$ cat src/rtl/cam_seq_pkg.sv
// rtl/cam_seq_pkg.sv - shared types and constants for the CAM command sequencer
// Purpose: CAM geometry, command/response structs and sequencer state encoding.
// Ports: none (package).
package cam_seq_pkg;

  localparam int CAM_ENTRIES = 32;
  localparam int IDX_W       = $clog2(CAM_ENTRIES);
  localparam int DATA_W      = 32;

  typedef enum logic [1:0] {
    OP_READ   = 2'b00,
    OP_WRITE  = 2'b01,
    OP_SEARCH = 2'b10,
    OP_RSVD   = 2'b11
  } cam_op_e;

  typedef struct packed {
    cam_op_e             op;
    logic [IDX_W-1:0]    index;
    logic [DATA_W-1:0]   data;
  } cam_cmd_t;

  typedef struct packed {
    cam_op_e             op;
    logic                hit;
    logic [IDX_W-1:0]    index;
    logic [DATA_W-1:0]   data;
  } cam_rsp_t;

  typedef enum logic [1:0] {
    S_IDLE,
    S_ISSUE,
    S_CAPTURE,
    S_RESP
  } seq_state_e;

endpackage

$ cat src/rtl/cam_cmd_fifo.sv
// rtl/cam_cmd_fifo.sv - circular command FIFO feeding the CAM sequencer
// Purpose: DEPTH-entry buffer of cam_cmd_t with wrap-around pointers and an occupancy count.
// Ports:
//   clk, resetn      clock, synchronous active-low reset
//   push, push_cmd   write request (accepted only while ready) and entry to store
//   pop              read request (ignored while empty)
//   head, empty      oldest entry and empty flag
//   ready            registered not-full flag; a full FIFO refuses even when popping
module cam_cmd_fifo
  import cam_seq_pkg::*;
#(
  parameter int DEPTH = 4
) (
  input  logic     clk,
  input  logic     resetn,
  input  logic     push,
  input  cam_cmd_t push_cmd,
  input  logic     pop,
  output cam_cmd_t head,
  output logic     empty,
  output logic     ready
);

  localparam int PTR_W = $clog2(DEPTH);
  localparam int CNT_W = $clog2(DEPTH + 1);

  cam_cmd_t         mem [DEPTH];
  logic [PTR_W-1:0] wr_ptr;
  logic [PTR_W-1:0] rd_ptr;
  logic [CNT_W-1:0] count;
  logic [CNT_W-1:0] count_next;
  logic             do_push;
  logic             do_pop;

  assign do_push = push & ready;
  assign do_pop  = pop & (count != '0);
  assign empty   = (count == '0);
  assign head    = mem[rd_ptr];

  always_comb begin
    count_next = count;
    case ({do_push, do_pop})
      2'b10:   count_next = count + 1'b1;
      2'b01:   count_next = count - 1'b1;
      default: count_next = count;
    endcase
  end

  // ready is derived from the next count so it never depends on this cycle's pop.
  always_ff @(posedge clk) begin
    if (!resetn) begin
      wr_ptr <= '0;
      rd_ptr <= '0;
      count  <= '0;
      ready  <= 1'b0;
    end else begin
      if (do_push) begin
        mem[wr_ptr] <= push_cmd;
        wr_ptr      <= wr_ptr + 1'b1;
      end
      if (do_pop) begin
        rd_ptr <= rd_ptr + 1'b1;
      end
      count <= count_next;
      ready <= (count_next != CNT_W'(DEPTH));
    end
  end

endmodule

$ cat src/rtl/cam_cmd_sequencer.sv
// rtl/cam_cmd_sequencer.sv - buffered, in-order command front-end for the 32x32 CAM
// Purpose: accepts READ/WRITE/SEARCH commands, issues one at a time to the CAM,
//   captures the CAM result one cycle after the enable and returns an in-order response.
// Ports:
//   clk_i, rst_i                 clock, synchronous active-low reset
//   cmd_*                        command channel (valid/ready, op/index/data)
//   rsp_*                        response channel (valid/ready, op/hit/index/data)
//   cam_*_o                      one-hot CAM enables with index/data
//   cam_*_i                      CAM results, valid one cycle after the enable
//   stat_search_hit_o/_miss_o    saturating SEARCH counters, only with CAM_SEQ_STATS_EN
module cam_cmd_sequencer #(
  parameter int DEPTH  = 4,
  parameter int IDX_W  = cam_seq_pkg::IDX_W,
  parameter int DATA_W = cam_seq_pkg::DATA_W
`ifdef CAM_SEQ_STATS_EN
  , parameter int STAT_W = 16
`endif
) (
  input  logic              clk_i,
  input  logic              rst_i,
  input  logic              cmd_valid_i,
  output logic              cmd_ready_o,
  input  logic [1:0]        cmd_op_i,
  input  logic [IDX_W-1:0]  cmd_index_i,
  input  logic [DATA_W-1:0] cmd_data_i,
  output logic              rsp_valid_o,
  input  logic              rsp_ready_i,
  output logic [1:0]        rsp_op_o,
  output logic              rsp_hit_o,
  output logic [IDX_W-1:0]  rsp_index_o,
  output logic [DATA_W-1:0] rsp_data_o,
  output logic              cam_read_enable_o,
  output logic [IDX_W-1:0]  cam_read_index_o,
  output logic              cam_write_enable_o,
  output logic [IDX_W-1:0]  cam_write_index_o,
  output logic [DATA_W-1:0] cam_write_data_o,
  output logic              cam_search_enable_o,
  output logic [DATA_W-1:0] cam_search_data_o,
  input  logic              cam_read_valid_i,
  input  logic [DATA_W-1:0] cam_read_value_i,
  input  logic              cam_search_valid_i,
  input  logic [IDX_W-1:0]  cam_search_index_i
`ifdef CAM_SEQ_STATS_EN
  , output logic [STAT_W-1:0] stat_search_hit_o
  , output logic [STAT_W-1:0] stat_search_miss_o
`endif
);

  import cam_seq_pkg::*;

  seq_state_e state;
  cam_cmd_t   cmd_q;
  cam_cmd_t   push_cmd;
  cam_cmd_t   head;
  cam_rsp_t   rsp_q;
  cam_rsp_t   rsp_next;
  logic       empty;
  logic       pop;

  assign push_cmd = '{op: cam_op_e'(cmd_op_i), index: cmd_index_i, data: cmd_data_i};

  // A new command is loaded either from IDLE or straight out of a completed response.
  assign pop = !empty && ((state == S_IDLE) || ((state == S_RESP) && rsp_ready_i));

  cam_cmd_fifo #(.DEPTH(DEPTH)) u_fifo (
    .clk      (clk_i),
    .resetn   (rst_i),
    .push     (cmd_valid_i),
    .push_cmd (push_cmd),
    .pop      (pop),
    .head     (head),
    .empty    (empty),
    .ready    (cmd_ready_o)
  );

  always_comb begin
    rsp_next    = '0;
    rsp_next.op = cmd_q.op;
    case (cmd_q.op)
      OP_READ: begin
        rsp_next.hit   = cam_read_valid_i;
        rsp_next.index = cmd_q.index;
        rsp_next.data  = cam_read_value_i;
      end
      OP_WRITE: begin
        rsp_next.hit   = 1'b1;
        rsp_next.index = cmd_q.index;
        rsp_next.data  = cmd_q.data;
      end
      OP_SEARCH: begin
        rsp_next.hit   = cam_search_valid_i;
        rsp_next.index = cam_search_valid_i ? cam_search_index_i : '0;
        rsp_next.data  = cmd_q.data;
      end
      default: begin
        rsp_next.hit = 1'b0;
      end
    endcase
  end

  assign rsp_op_o    = rsp_q.op;
  assign rsp_hit_o   = rsp_q.hit;
  assign rsp_index_o = rsp_q.index;
  assign rsp_data_o  = rsp_q.data;

  // Enables are registered on the pop, so they are high exactly for the ISSUE cycle.
  always_ff @(posedge clk_i) begin
    if (!rst_i) begin
      state               <= S_IDLE;
      cmd_q               <= '0;
      rsp_q               <= '0;
      rsp_valid_o         <= 1'b0;
      cam_read_enable_o   <= 1'b0;
      cam_read_index_o    <= '0;
      cam_write_enable_o  <= 1'b0;
      cam_write_index_o   <= '0;
      cam_write_data_o    <= '0;
      cam_search_enable_o <= 1'b0;
      cam_search_data_o   <= '0;
    end else begin
      cam_read_enable_o   <= 1'b0;
      cam_write_enable_o  <= 1'b0;
      cam_search_enable_o <= 1'b0;
      case (state)
        S_ISSUE:   state <= S_CAPTURE;
        S_CAPTURE: begin
          rsp_q       <= rsp_next;
          rsp_valid_o <= 1'b1;
          state       <= S_RESP;
        end
        S_RESP: begin
          if (rsp_ready_i) begin
            rsp_valid_o <= 1'b0;
            if (empty) state <= S_IDLE;
          end
        end
        default: ;
      endcase
      if (pop) begin
        cmd_q               <= head;
        cam_read_enable_o   <= (head.op == OP_READ);
        cam_write_enable_o  <= (head.op == OP_WRITE);
        cam_search_enable_o <= (head.op == OP_SEARCH);
        cam_read_index_o    <= head.index;
        cam_write_index_o   <= head.index;
        cam_write_data_o    <= head.data;
        cam_search_data_o   <= head.data;
        state               <= S_ISSUE;
      end
    end
  end

`ifdef CAM_SEQ_STATS_EN
  always_ff @(posedge clk_i) begin
    if (!rst_i) begin
      stat_search_hit_o  <= '0;
      stat_search_miss_o <= '0;
    end else if ((state == S_CAPTURE) && (cmd_q.op == OP_SEARCH)) begin
      if (cam_search_valid_i) begin
        if (!(&stat_search_hit_o)) stat_search_hit_o <= stat_search_hit_o + 1'b1;
      end else begin
        if (!(&stat_search_miss_o)) stat_search_miss_o <= stat_search_miss_o + 1'b1;
      end
    end
  end
`endif

endmodule
$ cat config.mk
export PLATFORM = sky130hd
export DESIGN_NAME = cam_cmd_sequencer
export DESIGN_NICKNAME = d
export VERILOG_FILES = /design/src/rtl/cam_seq_pkg.sv /design/src/rtl/cam_cmd_fifo.sv /design/src/rtl/cam_cmd_sequencer.sv
export SDC_FILE = /design/constraint.sdc
export NUM_CORES = 1
export LEC_CHECK = 0
export CAP_MARGIN = 20
export CORE_MARGIN = 4
export CORE_UTILIZATION = 45
export CTS_BUF_LIST = sky130_fd_sc_hd__clkbuf_4
export DETAILED_ROUTE_END_ITERATION = 8
export PLACE_DENSITY = 0.69
export REMOVE_ABC_BUFFERS = 1
export SYNTH_ARGS = -nofsm -noshare
export SYNTH_HDL_FRONTEND = slang
export SYNTH_HIERARCHICAL = 1
export SYNTH_SLANG_ARGS = --single-unit
$ cat constraint.sdc
create_clock -name clk_i -period 6.5 [get_ports clk_i]
set_input_delay 1.625 -clock clk_i [delete_from_list [all_inputs] [get_ports clk_i]]
set_output_delay 1.625 -clock clk_i [all_outputs]
set_load 0.02 [all_outputs]
* After elaboration in Yosys (flattened, before gate mapping) *
Memory sizes are Yosys's and may differ from the RTL's. A register that Yosys moved wholly into a read port is not among the register bits.
Cells that the tools add are included.
W data, S select, Z words.

operators by class
  $add $sub $neg = 4
  equal/unequal tests = 14
  multiplexer cells = 15
  bitwise gates (word level) = 3
  reduce and logical (&&, ||, !) cells = 17

operators by type and width
  operator               number
  $pmux W37 S3           1
  $eq A2 B2 Y1 const B   5
  $eq A2 B1 Y1 const B   4
  $mux W2                4
  $logic_not A2 Y1       3
  $ne A3 B2 Y1 const B   2
  $pmux W2 S3            1
  $pmux W3 S2            1
  $reduce_and A3 Y1      2
  $reduce_bool A3 Y1     2
  $mux W1                5
  $mux W5                1
  $add A2 B1 Y2 const B  2
  $ne A2 B2 Y1 const B   2
  $reduce_and A2 Y1      2
  $reduce_bool A4 Y1     1
  $add A3 B1 Y3 const B  1
  $logic_not A3 Y1       1
  $ne A3 B3 Y1 const B   1
  $pmux W1 S3            1
  $sub A3 B1 Y3 const B  1
  $and A1 B1 Y1          2
  $logic_and A1 B1 Y1    2
  $pmux W1 S2            1
  other kinds (5)        5

word-level totals
  bits in registers = 93
  memory bits (writable) = 156
  input bits = 82
  output and inout port bits = 119
  word-level logic and storage cells = 71
  memories = 1

memories
  name        depth  width  read ports  clocked after memory_dff  wr ports  line                text
  u_fifo.mem  4      39     1           1                         1         cam_cmd_fifo.sv:27  cam_cmd_t mem [DEPTH];

* Depth between registers and ports, before layout *
Gate-level depths: netlist (run 1).

  word-level depth = 8
  mapped depth = 12
  mapped depth without buffers = 12

* Modules after synthesis *
The synthesis (run 1) kept the hierarchy.

by module, submodules not included
  module             instances  cells each  area an instance (um^2)  seq. area each (um^2)
  cam_cmd_fifo       1          262         6152.2                   4884.7
  cam_cmd_sequencer  1          417         3808.7                   1701.6

* Least setup slack after synthesis (run 1) *
Ideal clock, no wire load.

  path kind = in2reg
  start = input port rsp_ready_i
  end = register u_fifo.ready
  library setup time = 149 ps
  arrival time = 3090 ps
  required time = 6351 ps
  setup slack = 3261 ps
  cell stages on the path = 10
  path buffers = 0
  cell sequence = a21oi_1 nor2_1 o31ai_1 inv_1 ha_1 inv_1 fa_1 inv_1 o311ai_0 o311ai_0

on the way
  longest elaborated chain between the ends = 7
  elaborated cells between the ends (all ways) = 8
  those cells by class = eq/ne (3); mux (1); bitwise (1); reduce/logical (3)

RTL lines
  element                                       line                     text
  from (decl)                                   cam_cmd_sequencer.sv:27  input logic rsp_ready_i,
  $logic_and A1 B1 Y1 *                         cam_cmd_sequencer.sv:63  assign pop = !empty && ((state == S_IDLE) || ((state == S_RESP) && rsp_ready_i));
  $logic_or A1 B1 Y1 *                          cam_cmd_sequencer.sv:63
  $logic_and A1 B1 Y1 *                         cam_cmd_sequencer.sv:63
  named net pop                                 cam_cmd_sequencer.sv:58  logic pop;
  $and A1 B1 Y1 *                               cam_cmd_fifo.sv:36       assign do_pop = pop & (count != '0);
  named net u_fifo.do_pop                       cam_cmd_fifo.sv:33       logic do_pop;
  $eq A2 B1 Y1 or $eq A2 B2 Y1 (tied branches)  cam_cmd_fifo.sv:42       case ({do_push, do_pop})
  $pmux W3 S2 *                                 cam_cmd_fifo.sv:42
  $ne A3 B3 Y1 *                                cam_cmd_fifo.sv:65       ready <= (count_next != CNT_W'(DEPTH));
  to (signal assigned)                          cam_cmd_fifo.sv:65
  to (decl)                                     cam_cmd_fifo.sv:21       output logic ready

The timed path passes the listed nets; every way through them passes the cells marked *.
A chain may end at the register's enable or synchronous reset.

* Final worst setup path (run 1) *
Same ends and word-level chain as after synthesis.

==> results of run 1 <==
[kinds of logic after synthesis]
kind of cell | synth area share (%)
XOR/XNOR | 0.515
flip-flops | 66.1
buffers and inverters | 7.98
adder cells (fa/ha/maj) | 1.33
AND/OR/NAND/NOR | 4.96
multiplexers | 9.56
AO/OA/AOI/OAI | 9.53
[report_power, final]
part | internal (mW) | leakage (nW) | switching (mW)
sequential | 1.99 | 2.19 | 0.331
clock | 0.712 | 0.499 | 0.592
combinational | 0.974 | 1.64 | 1.04
[state kept, by name, summed over array words and instances (netlist names), named ones only]
name                 count
rsp_op_o                 2
cam_write_enable_o       1
u_fifo/mem             156
rsp_data_o              32
cam_search_enable_o      1
cmd_q                   39
cam_read_enable_o        1
rsp_hit_o                1
state                    2
rsp_index_o              5
rsp_valid_o              1
u_fifo/ready             1
u_fifo/rd_ptr            2
u_fifo/wr_ptr            2
u_fifo/count             3
[worst max-delay path, delay by kind of cell]
kind | cells | cell delay [ps]
AND/OR/NAND/NOR | 1 | 170
adder cells (fa/ha/maj) | 2 | 660
buffers and inverters | 4 | 770
AO/OA/AOI/OAI | 4 | 890
[layout by cell type (no fill, tap or decap), types with 2 or more instances in the layout]
master / n
o21ai_0: 42
inv_2: 2
mux4_2: 39
nor2b_1: 13
dfxtp_1: 93
nor2_1: 3
a21boi_0: 4
xnor2_1: 3
a22o_1: 39
mux2i_1: 4
a22oi_1: 3
edfxtp_1: 156
mux2_2: 3
buf_4: 2
inv_1: 10
buf_12: 3
o22a_1: 2
a31oi_1: 32
or3_1: 4
ha_1: 8
clkdlybuf4s50_1: 199
clkinv_1: 11
o311ai_0: 2
and2_1: 4
a21oi_1: 14
and2_2: 4
nand2_1: 61
and3b_1: 3
nand2b_1: 2
clkbuf_4: 102
[per-layer routing]
metal  vias to the layer above  wire [microns]  global-route usage, %
met4                         0             312                   5.79
met2                       198           10800                   30.2
met5                         -               0                      0
met1                      2982            9150                   22.5
li1                       2841               -                      -
met3                        29            1550                   5.14
[layout make-up]
type                            count  area [sq um]  share of cell area (%)
Clock inverter                     14          53.8                   0.431
Sequential cell                   251          6590                    52.8
Clock buffer                      102           766                    6.13
Inverter                           10          37.5                   0.301
Tap cell                          280           350                    2.81
Timing Repair Buffer              205          2070                    16.6
Multi-Input combinational cell    306          2610                    20.9
[metrics by stage]
step                power (mW)  hold WS, ps  util [%]  setup slack, ps  area, sq um
floorplan                 3.38          470         -             3150         9200
global placement          4.33          469      53.2             2540        11600
detailed placement        4.39          478      53.2             2280        11600
CTS                       5.72          489      56.9             2930        12400
global route              6.00          527      57.2             2690        12500
finish                    5.64          486      57.2             2820        12500
[final timing paths]
check                            endpoint  slack, ps  cells past startpoint
setup / recovery  u_fifo/ready$_SDFF_PN0_       2820                     11
hold / removal     rsp_hit_o$_SDFFE_PN0P_        490                      2
setup reg to reg  u_fifo/ready$_SDFF_PN0_       3660                      8
hold reg to reg    rsp_hit_o$_SDFFE_PN0P_        490                      2
==> metrics.yaml, run 1 <==
worst_setup_path:
  critPathLaunchType: "primary input"
  cp_max_fo: 5
  crit_slowest_cell: "clkdlybuf4s50_1"
  crit_arrival_ps: 4130
  cp_cell_sequence: "clkdlybuf4s50_1 > a21oi_1 > nor2_1 > o31ai_1 > inv_1 > ha_1 > inv_1 > fa_1 > inv_1 > o311ai_0 > o311ai_0"
  rr_startpoint: "u_fifo/count[0]$_SDFF_PN0_"
  worstPathRequired_ps: 6950
  path_class: "primary input to register"
  critical_path.endpoint_type: "register"
  crit_path_start: "rsp_ready_i"
  crit_path_frequent_cell: "inv_1"
  slowest_delay_ps: 570
final_layout:
  stdcell_count: 1168
  nFillCells: 1727
  area_growth_pct: 25.3
  fin_nets: 932
  layout-drive-gt1-share_pct: 18.5
  diodes: 0
clock_network:
  post_cts_buffers: 0
  clkSinkCount: 251
  cts_buffers: 66
  root_buffer: "clkbuf_4"
  cts_tree: "yes"
  post_cts_resized: 0
  clk_pin_slew_ps: 60
  clockBufferDepth: 3
  hold_buffers: 0
  clock_latency_ps: 620
  htreeDepth: 3
floorplanning:
  die_w_microns: 157
  die_h_microns: 157
  die-area_sq_um: 24600
  rows: 54
  start_util_pct: 45.6
  io_pins: 201
  core_area_sq_um: 21800
synth:
  syn_area_per_cell_sq_um: 14.7
  synthArstFlopShare_pct: 0
  synth_edf_count: 156
  syn_inst: 679
  synthesis.area_sq_um: 9960
  synth.distinct_cells: 44
  ys_seq_area_share_pct: 66.1
  ys_seq_elements: 251
  synth_ff_type: "edfxtp_1"
  synth_area_leader_cell: "edfxtp_1"
  synth_area_leaders: "edfxtp_1, dfxtp_1, mux4_2"
  yosys_warnings: 6
  synth_top_area_share_pct: 47.0
  netlist_top_cells_count: "edfxtp_1, dfxtp_1, buf_4, nand2_1, o21ai_0"
  yosys.cell_count.top_type: "edfxtp_1"
worst_hold_path:
  hold_path.startpoint: "rsp_hit_o$_SDFFE_PN0P_"
  hp-class: "register to register"
detailed_routing:
  wl_per_cell_microns: 18.7
  antenna_left: 0
  drtPass1Iterations: 4
  drt-total-wl_mm: 21.9
  via_count: 6050
  viasPerCell: 5.18
  drc: 0
  drtIter0Drc: 351
timing:
  fin_tns_setup_ps: 0
  finalMaxSlewViolations: 0
  fin_worst_skew_ps: 23.9
  setup_viol_count_final: 0
  max_slew_margin_pct: 26.0
  period_minus_slack_ps: 3680
  hold_viol_final: 0
  fmax_mhz: 271
  worst_pin_slew_ps: 1110
  finalCritPeriodShare_pct: 56.7
  rsz0062_at_grt: "false"
grt:
  grt_pass1_wl_mm: 34.4
  grt_pass1_vias: 6489
  grt_max_degree: 82
  antenna_found_initial: 0
  grt-ovfl-total: 0
  grtUsageTotal_pct: 17.9
placed_design:
  place.detailed.hpwl_mm: 13.8
  place_inst: 1049
  gp_congestion: 0.749
  io_buffers: 200
power_and_ir_drop:
  irDropWorstVdd_uv: 225
  leakage_nw: 4.33
  p_per_area_nw_per_um2: 452
status:
  status: "finished clean"
run:
  drv_cap: 0
No activity file was read; power rests on OpenSTA's default activity.
==> run 2, diff against run 1 <==
--- a/config.mk
+++ b/config.mk
@@ -10,7 +10,7 @@
 export CORE_UTILIZATION = 45
 export CTS_BUF_LIST = sky130_fd_sc_hd__clkbuf_4
 export DETAILED_ROUTE_END_ITERATION = 8
-export PLACE_DENSITY = 0.69
+export PLACE_DENSITY = 0.72
 export REMOVE_ABC_BUFFERS = 1
 export SYNTH_ARGS = -nofsm -noshare
 export SYNTH_HDL_FRONTEND = slang
==> constraint.sdc (replaced) <==
create_clock -name clk_i -period 3.1 [get_ports clk_i]
set_input_delay 0.775 -clock clk_i [delete_from_list [all_inputs] [get_ports clk_i]]
set_output_delay 0.775 -clock clk_i [all_outputs]
set_load 0.02 [all_outputs]
==> run 2 against run 1 <==
  * Non-clock buffer count is 15 higher
  * Clock power is 96% higher
  * Power is 110% higher
==> metrics.yaml, run 2 (synthesis results as in run 1) <==
detailed_routing:
  viasPerCell: 5.11  # was 5.18
  drc: 0  # unchanged
  via_count: 6030  # was 6050
  wl_per_cell_microns: 18.3  # was 18.7 microns
  drt-total-wl_mm: 21.6  # was 21.9 mm
  antenna_left: 0  # unchanged
  drtPass1Iterations: 4  # unchanged
  drtIter0Drc: 319  # was 351
floorplanning:
  die_h_microns: 157  # unchanged
  core_area_sq_um: 21800  # unchanged
  rows: 54  # unchanged
  start_util_pct: 45.6  # unchanged
  die-area_sq_um: 24600  # unchanged
  io_pins: 201  # unchanged
  die_w_microns: 157  # unchanged
timing:
  hold_ws_ps: 485  # was 486 ps
  hold_viol_final: 0  # unchanged
  finalCritPeriodShare_pct: 82.6
  fin_worst_skew_ps: 53.8  # was 23.9 ps
  finalMaxSlewViolations: 0  # unchanged
  fmax_mhz: 391
  rsz0062_at_grt: "false"  # unchanged
  setup_viol_count_final: 0  # unchanged
  worst_pin_slew_ps: 979  # was 1110 ps
  max_slew_margin_pct: 34.7  # was 26.0%
  period_minus_slack_ps: 2560
grt:
  antenna_found_initial: 1  # was 0
  grt_max_degree: 47  # was 82
  met3_usage_pct: 4.37  # was 5.14%
  top_usage_layer: "met2"  # unchanged
  grt-ovfl-total: 0  # unchanged
  grtUsageMet1_pct: 23.4  # was 22.5%
  grt_pass1_wl_mm: 33.5  # was 34.4 mm
  grt_pass1_vias: 6125  # was 6489
  globalRouteMet2Util_pct: 28.3  # was 30.2%
  grtUsageTotal_pct: 17.5  # was 17.9%
clock_network:
  clockBufferDepth: 3  # unchanged
  cts_tree: "yes"  # unchanged
  hold_buffers: 0  # unchanged
  htreeDepth: 2  # was 3
  post_cts_buffers: 0  # unchanged
  root_buffer: "clkbuf_4"  # unchanged
  cts_buffers: 60  # was 66
  clock_latency_ps: 670  # was 620 ps
  clk_pin_slew_ps: 70  # was 60 ps
  post_cts_resized: 0  # unchanged
  clkSinkCount: 251  # unchanged
final_layout:
  area_growth_pct: 25.5  # was 25.3%
  fin_nets: 941  # was 932
  layout-drive-gt1-share_pct: 18.5  # about the same
  final_cell_mix: "clkdlybuf4s50_1, edfxtp_1, dfxtp_1"  # was clkdlybuf4s50_1, edfxtp_1, clkbuf_4
  layout_commonest_cell: "clkdlybuf4s50_1"  # unchanged
  largest_reg_flops: 156  # unchanged
  stdcell_count: 1180  # was 1168
  nFillCells: 1779  # was 1727
  largest_register: "u_fifo/mem"  # unchanged
worst_setup_path:
  ff2ff_setup_slack_ps: 540  # was 3660 ps
  crit_slowest_cell: "fa_1"  # was clkdlybuf4s50_1
  cp_cell_sequence: "ha_1 > a21oi_1 > nor2_1 > o31ai_1 > inv_1 > ha_1 > inv_1 > fa_1 > inv_1 > o311ai_0 > o311ai_0"  # was clkdlybuf4s50_1 > a21oi_1 > nor2_1 > o31ai_1 > inv_1 > ha_1 > inv_1 > fa_1 > inv_1 > o311ai_0 > o311ai_0
  cp_max_fo: 7  # was 5
  path_delay_family: "adder cells"  # was compound AO/OA/AOI/OAI gates
  slowest_delay_ps: 470  # was 570 ps
  critical_path.endpoint_type: "register"  # unchanged
  path_class: "register to register"  # was primary input to register
  crit_arrival_ps: 3060  # was 4130 ps
  worstPathRequired_ps: 3600  # was 6950 ps
  crit_path_frequent_cell: "inv_1"  # unchanged
  critPathLaunchType: "register"  # was primary input
  cp_num_buf_inv: 3  # was 4
placed_design:
  place.detailed.hpwl_mm: 13.6  # was 13.8 mm
  io_buffers: 200  # unchanged
  gp_congestion: 0.723  # was 0.749
  place_inst: 1067  # was 1049
power_and_ir_drop:
  p_per_area_nw_per_um2: 938  # was 452 nW/um^2
  clock_power_share_pct: 21.8  # was 23.1%
  p_sw_share_pct: 35.0  # was 34.8%
  p_sw_mw: 4.11  # was 1.96 mW
  seqPwrFrac_pct: 40.7  # was 41.2%
  leakage_nw: 4.35  # was 4.33 nW
  p_comb_share_pct: 37.6  # was 35.7%
  internal_power_mw: 7.62  # was 3.68 mW
  irDropWorstVdd_uv: 454  # was 225 uV
status:
  status: "finished clean"  # unchanged
worst_hold_path:
  hp-class: "register to register"  # unchanged
run:
  drv_cap: 0  # unchanged
-- run 2: cell types whose count changed in the layout (fill, tap and decap cells not counted), sizes merged --
cell | previous run | this run
diode | 0 | 1
clkbuf | 102 | 90
buf | 6 | 21
clkinv | 12 | 20
-- run 2: through the flow --
stage               util, %  worst slack [ps]  area [sq um]  power [mW]  setup TNS [ps]
CTS                    57.3               518         12500        11.9               0
floorplan                 -               378          9200        7.09               0
global placement       53.8              89.5         11700        9.23               0
global route           57.3               214         12500        12.5               0
detailed placement     53.8             -16.2         11700        9.30           -16.2
finish                 57.3               541         12500        11.7               0
-- run 2: power groups by stage --
stage | sequential (mW) | clock, mW | combinational [mW]
after floorplan | 5.54 | 0 | 1.55
after global placement | 4.84 | 0 | 4.39
after detailed placement | 4.86 | 0 | 4.45
after CTS | 4.79 | 2.65 | 4.46
after global routing | 4.89 | 2.84 | 4.74
final | 4.77 | 2.55 | 4.41
-- run 2: tightest hold or removal path: stages (launching register included) --
cell,delay [ps]
dfxtp_1,310
nand2b_1,60
a21boi_0,70
-- run 2: path summary, 6_finish.rpt --
path,startpoint,to,cells after the start
worst min register to register,rsp_hit_o$_SDFFE_PN0P_,rsp_hit_o$_SDFFE_PN0P_,2
worst min-delay path,rsp_hit_o$_SDFFE_PN0P_,rsp_hit_o$_SDFFE_PN0P_,2
worst max register to register,state[0]$_SDFFE_PN0P_,u_fifo/ready$_SDFF_PN0_,11
worst max-delay path,state[0]$_SDFFE_PN0P_,u_fifo/ready$_SDFF_PN0_,11
-- run 2: layout make-up --
type | instances | area (sq um) | area share (%)
timing repair buffer | 220 | 2160 | 17.3
antenna | 1 | 2.50 | 0.0200
sequential | 251 | 6590 | 52.7
clock buffer | 90 | 676 | 5.40
inverter | 10 | 37.5 | 0.300
clock inverter | 22 | 82.6 | 0.660
tap | 280 | 350 | 2.80
multi-input combinational | 306 | 2610 | 20.8
-- run 2: metal layers --
| layer | wire length [microns] | part of all wire (%) | vias up |
|---|---|---|---|
| met5 | 0 | 0 | - |
| met4 | 360 | 1.7 | 0 |
| met3 | 1590 | 7.4 | 31 |
| met2 | 10400 | 48 | 199 |
| met1 | 9270 | 43 | 2922 |
| li1 | - | - | 2878 |
==> run 3, diff against run 2 <==
--- a/config.mk
+++ b/config.mk
@@ -10,7 +10,7 @@
 export CORE_UTILIZATION = 45
 export CTS_BUF_LIST = sky130_fd_sc_hd__clkbuf_4
 export DETAILED_ROUTE_END_ITERATION = 8
-export PLACE_DENSITY = 0.72
+export PLACE_DENSITY = 0.69
 export REMOVE_ABC_BUFFERS = 1
 export SYNTH_ARGS = -nofsm -noshare
 export SYNTH_HDL_FRONTEND = slang
==> constraint.sdc (replaced) <==
create_clock -name clk_i -period 2.46 [get_ports clk_i]
set_input_delay 0.615 -clock clk_i [delete_from_list [all_inputs] [get_ports clk_i]]
set_output_delay 0.615 -clock clk_i [all_outputs]
set_load 0.02 [all_outputs]
==> run 3 against run 2 <==
  * First-iteration DRC count grew 6.3%
  * Die area is the same
  * Combinational power grew 33%
  * Sequential power grew 25%
  * Clock skew shrank 7.7 ps
  * Power grew 29%
  * Non-clock buffer count grew 10
  * Routed wire length grew 3.1%
  * Critical path type is now primary input to register
  * Worst hold slack lost 32 ps
  * Final cell count grew 1.1%
  * Highest routed layer unchanged
==> metrics.yaml, run 3 (synthesis results as in run 1) <==
status:
  status: "finished clean"  # unchanged
timing:
  worst_pin_slew_ps: 841  # was 979 ps
  fin_worst_skew_ps: 46.1  # was 53.8 ps
  finalCritPeriodShare_pct: 96.4
  period_minus_slack_ps: 2370
  finalMaxSlewViolations: 0  # unchanged
  fin_tns_setup_ps: 0  # unchanged
  hold_viol_final: 0  # unchanged
  setup_ws_ps: 88.3  # was 541 ps
  fmax_mhz: 422
  setup_viol_count_final: 0  # unchanged
  max_slew_margin_pct: 43.8  # was 34.7%
power_and_ir_drop:
  leakage_nw: 4.58  # was 4.35 nW
  p_sw_mw: 5.32  # was 4.11 mW
  p_comb_share_pct: 38.7  # was 37.6%
  irDropWorstVdd_uv: 591  # was 454 uV
  seqPwrFrac_pct: 39.3  # was 40.7%
  internal_power_mw: 9.86  # was 7.62 mW
  p_per_area_nw_per_um2: 1190  # was 938 nW/um^2
  p_sw_share_pct: 35.0  # about the same
  clock_power_share_pct: 22.0  # was 21.8%
  finalPower_mw: 15.2  # was 11.7 mW
final_layout:
  area_growth_pct: 28.1  # was 25.5%
  stdcell_area_sq_um: 12800  # was 12500 sq um
  layout-drive-gt1-share_pct: 20.0  # was 18.5%
  largest_reg_flops: 156  # unchanged
  final_cell_mix: "clkdlybuf4s50_1, edfxtp_1, dfxtp_1"  # unchanged
  largest_register: "u_fifo/mem"  # unchanged
  fin_nets: 952  # was 941
  layout_commonest_cell: "clkdlybuf4s50_1"  # unchanged
  final_core_util_pct: 58.5  # was 57.3%
worst_setup_path:
  crit_arrival_ps: 2920  # was 3060 ps
  crit_path_frequent_cell: "inv_1"  # unchanged
  slowest_delay_ps: 550  # was 470 ps
  crit_slowest_cell: "clkdlybuf4s50_1"  # was fa_1
  ff2ff_path_depth: 12  # was 11
  critical_path.endpoint_type: "register"  # unchanged
  critPathLaunchType: "primary input"  # was register
  worstPathRequired_ps: 3010  # was 3600 ps
  r2r_end: "u_fifo/count[2]$_SDFF_PN0_"  # was u_fifo/ready$_SDFF_PN0_
  cp_cell_sequence: "clkdlybuf4s50_1 > a21oi_1 > nor2_1 > o31ai_1 > inv_1 > ha_1 > inv_1 > fa_1 > xor2_2 > or3_1 > a21boi_1"  # was ha_1 > a21oi_1 > nor2_1 > o31ai_1 > inv_1 > ha_1 > inv_1 > fa_1 > inv_1 > o311ai_0 > o311ai_0
  cp_max_fo: 5  # was 7
  rr_startpoint: "state[0]$_SDFFE_PN0P_"  # unchanged
  path_class: "primary input to register"  # was register to register
  ff2ff_setup_slack_ps: 110  # was 540 ps
floorplanning:
  start_util_pct: 45.6  # unchanged
  die_w_microns: 157  # unchanged
  io_pins: 201  # unchanged
  die-area_sq_um: 24600  # unchanged
  rows: 54  # unchanged
  core_area_sq_um: 21800  # unchanged
  die_h_microns: 157  # unchanged
detailed_routing:
  drc: 0  # unchanged
  via_count: 6209  # was 6030
  drtPass1Iterations: 5  # was 4
  drt-total-wl_mm: 22.3  # was 21.6 mm
  viasPerCell: 5.20  # was 5.11
  drtIter0Drc: 339  # was 319
  wl_per_cell_microns: 18.7  # was 18.3 microns
  antenna_left: 0  # unchanged
placed_design:
  gp_congestion: 0.817  # was 0.723
  io_buffers: 200  # unchanged
  placed_cell_area_sq_um: 11900  # was 11700 sq um
  place.detailed.hpwl_mm: 14.2  # was 13.6 mm
  dp_slack_ps: -556  # was -16.2 ps
clock_network:
  cts_tree: "yes"  # unchanged
  clk_pin_slew_ps: 70  # about the same
  htreeDepth: 2  # unchanged
  clockBufferDepth: 3  # unchanged
  clkSinkCount: 251  # unchanged
  root_buffer: "clkbuf_4"  # unchanged
  clock_latency_ps: 670  # about the same
  cts_buffers: 61  # was 60
run:
  drv_cap: 0  # unchanged
grt:
  grt_pass1_wl_mm: 34.7  # was 33.5 mm
  grt_pass1_vias: 6527  # was 6125
  grt_max_degree: 49  # was 47
  grt-ovfl-total: 0  # unchanged
  grtUsageTotal_pct: 18.0  # was 17.5%
  antenna_found_initial: 1  # unchanged
worst_hold_path:
  hold_path.startpoint: "rst_i"  # was rsp_hit_o$_SDFFE_PN0P_
  whs_path_depth: 3  # was 2
  holdPathEnd: "u_fifo/rd_ptr[0]$_SDFFE_PN0P_"  # was rsp_hit_o$_SDFFE_PN0P_
  hp-class: "primary input to register"  # was register to register
[run 3: cell types whose count changed in the layout (fill, tap and decap cells not counted), moves of 2 or more]
cell | before | now
dlymetal6s2s_1 | 0 | 8
clkdlybuf4s50_1 | 199 | 191
o311ai_1 | 0 | 2
buf_12 | 1 | 8
o311ai_0 | 2 | 0
buf_4 | 19 | 22
clkinv_2 | 0 | 2
clkinv_1 | 20 | 22
dfxtp_1 | 93 | 91
[run 3: how the worst max path moves through the flow]
stage	cells past startpoint	from	end
6_report	11	rsp_ready_i	u_fifo/count[2]$_SDFF_PN0_
5_1_grt	11	state[0]$_SDFFE_PN0P_	u_fifo/count[2]$_SDFF_PN0_
4_1_cts	1	cmd_q[12]$_SDFFE_PN0P_	cam_write_data_o[12]
3_5_place_dp	11	rsp_ready_i	u_fifo/ready$_SDFF_PN0_
3_3_place_gp	11	rsp_ready_i	u_fifo/ready$_SDFF_PN0_
2_1_floorplan	2	register	cmd_q[38]$_SDFFE_PN0P_
[run 3: final cells by class]
type | instances | area [sq um]
Clock buffer | 89 | 668
Sequential cell | 251 | 6600
Inverter | 10 | 37.5
Antenna cell | 1 | 2.50
Tap cell | 280 | 350
Clock inverter | 26 | 131
Timing Repair Buffer | 230 | 2340
Fill cell | 1701 | 9060
Multi-Input combinational cell | 306 | 2630
[run 3: layer usage]
layer  routed length, microns  global-route usage, %  up-vias
li1                         -                      -     2883
met1                     9240                   22.1     3081
met2                    11200                   31.1      217
met3                     1470                   5.06       28
met4                      312                   5.17        0
met5                        0                      0        -
[run 3: stage by stage]
step	std cells	hold WS [ps]
floorplan	567	470
global placement	1076	467
detailed placement	1076	497
CTS	1191	391
global route	1193	404
finish	1193	453
[run 3: timing repair]
| action | 4_1_cts | 5_1_grt |
|---|---|---|
| setup endpoints to repair | 2 | 11 |
| resized for setup | 3 | 15 |
| pin swaps | 0 | 1 |
| hold buffers | 0 | 0 |
| buffers inserted | 0 | 1 |
[run 3: power groups by stage]
stage / clock [mW] / combinational, mW / sequential [mW]
2_1_floorplan: 0 / 1.95 / 6.99
3_3_place_gp: 0 / 5.75 / 6.01
3_5_place_dp: 0 / 5.88 / 6.07
4_1_cts: 3.45 / 5.91 / 5.98
5_1_grt: 3.70 / 6.28 / 6.11
6_report: 3.34 / 5.87 / 5.97
[run 3: critical path, delay by kind of cell]
family,cells,cell delay [ps]
compound gates,3,390
fa+ha+maj,2,570
simple gates,2,460
buf+inv,3,700
xor+xnor,1,180
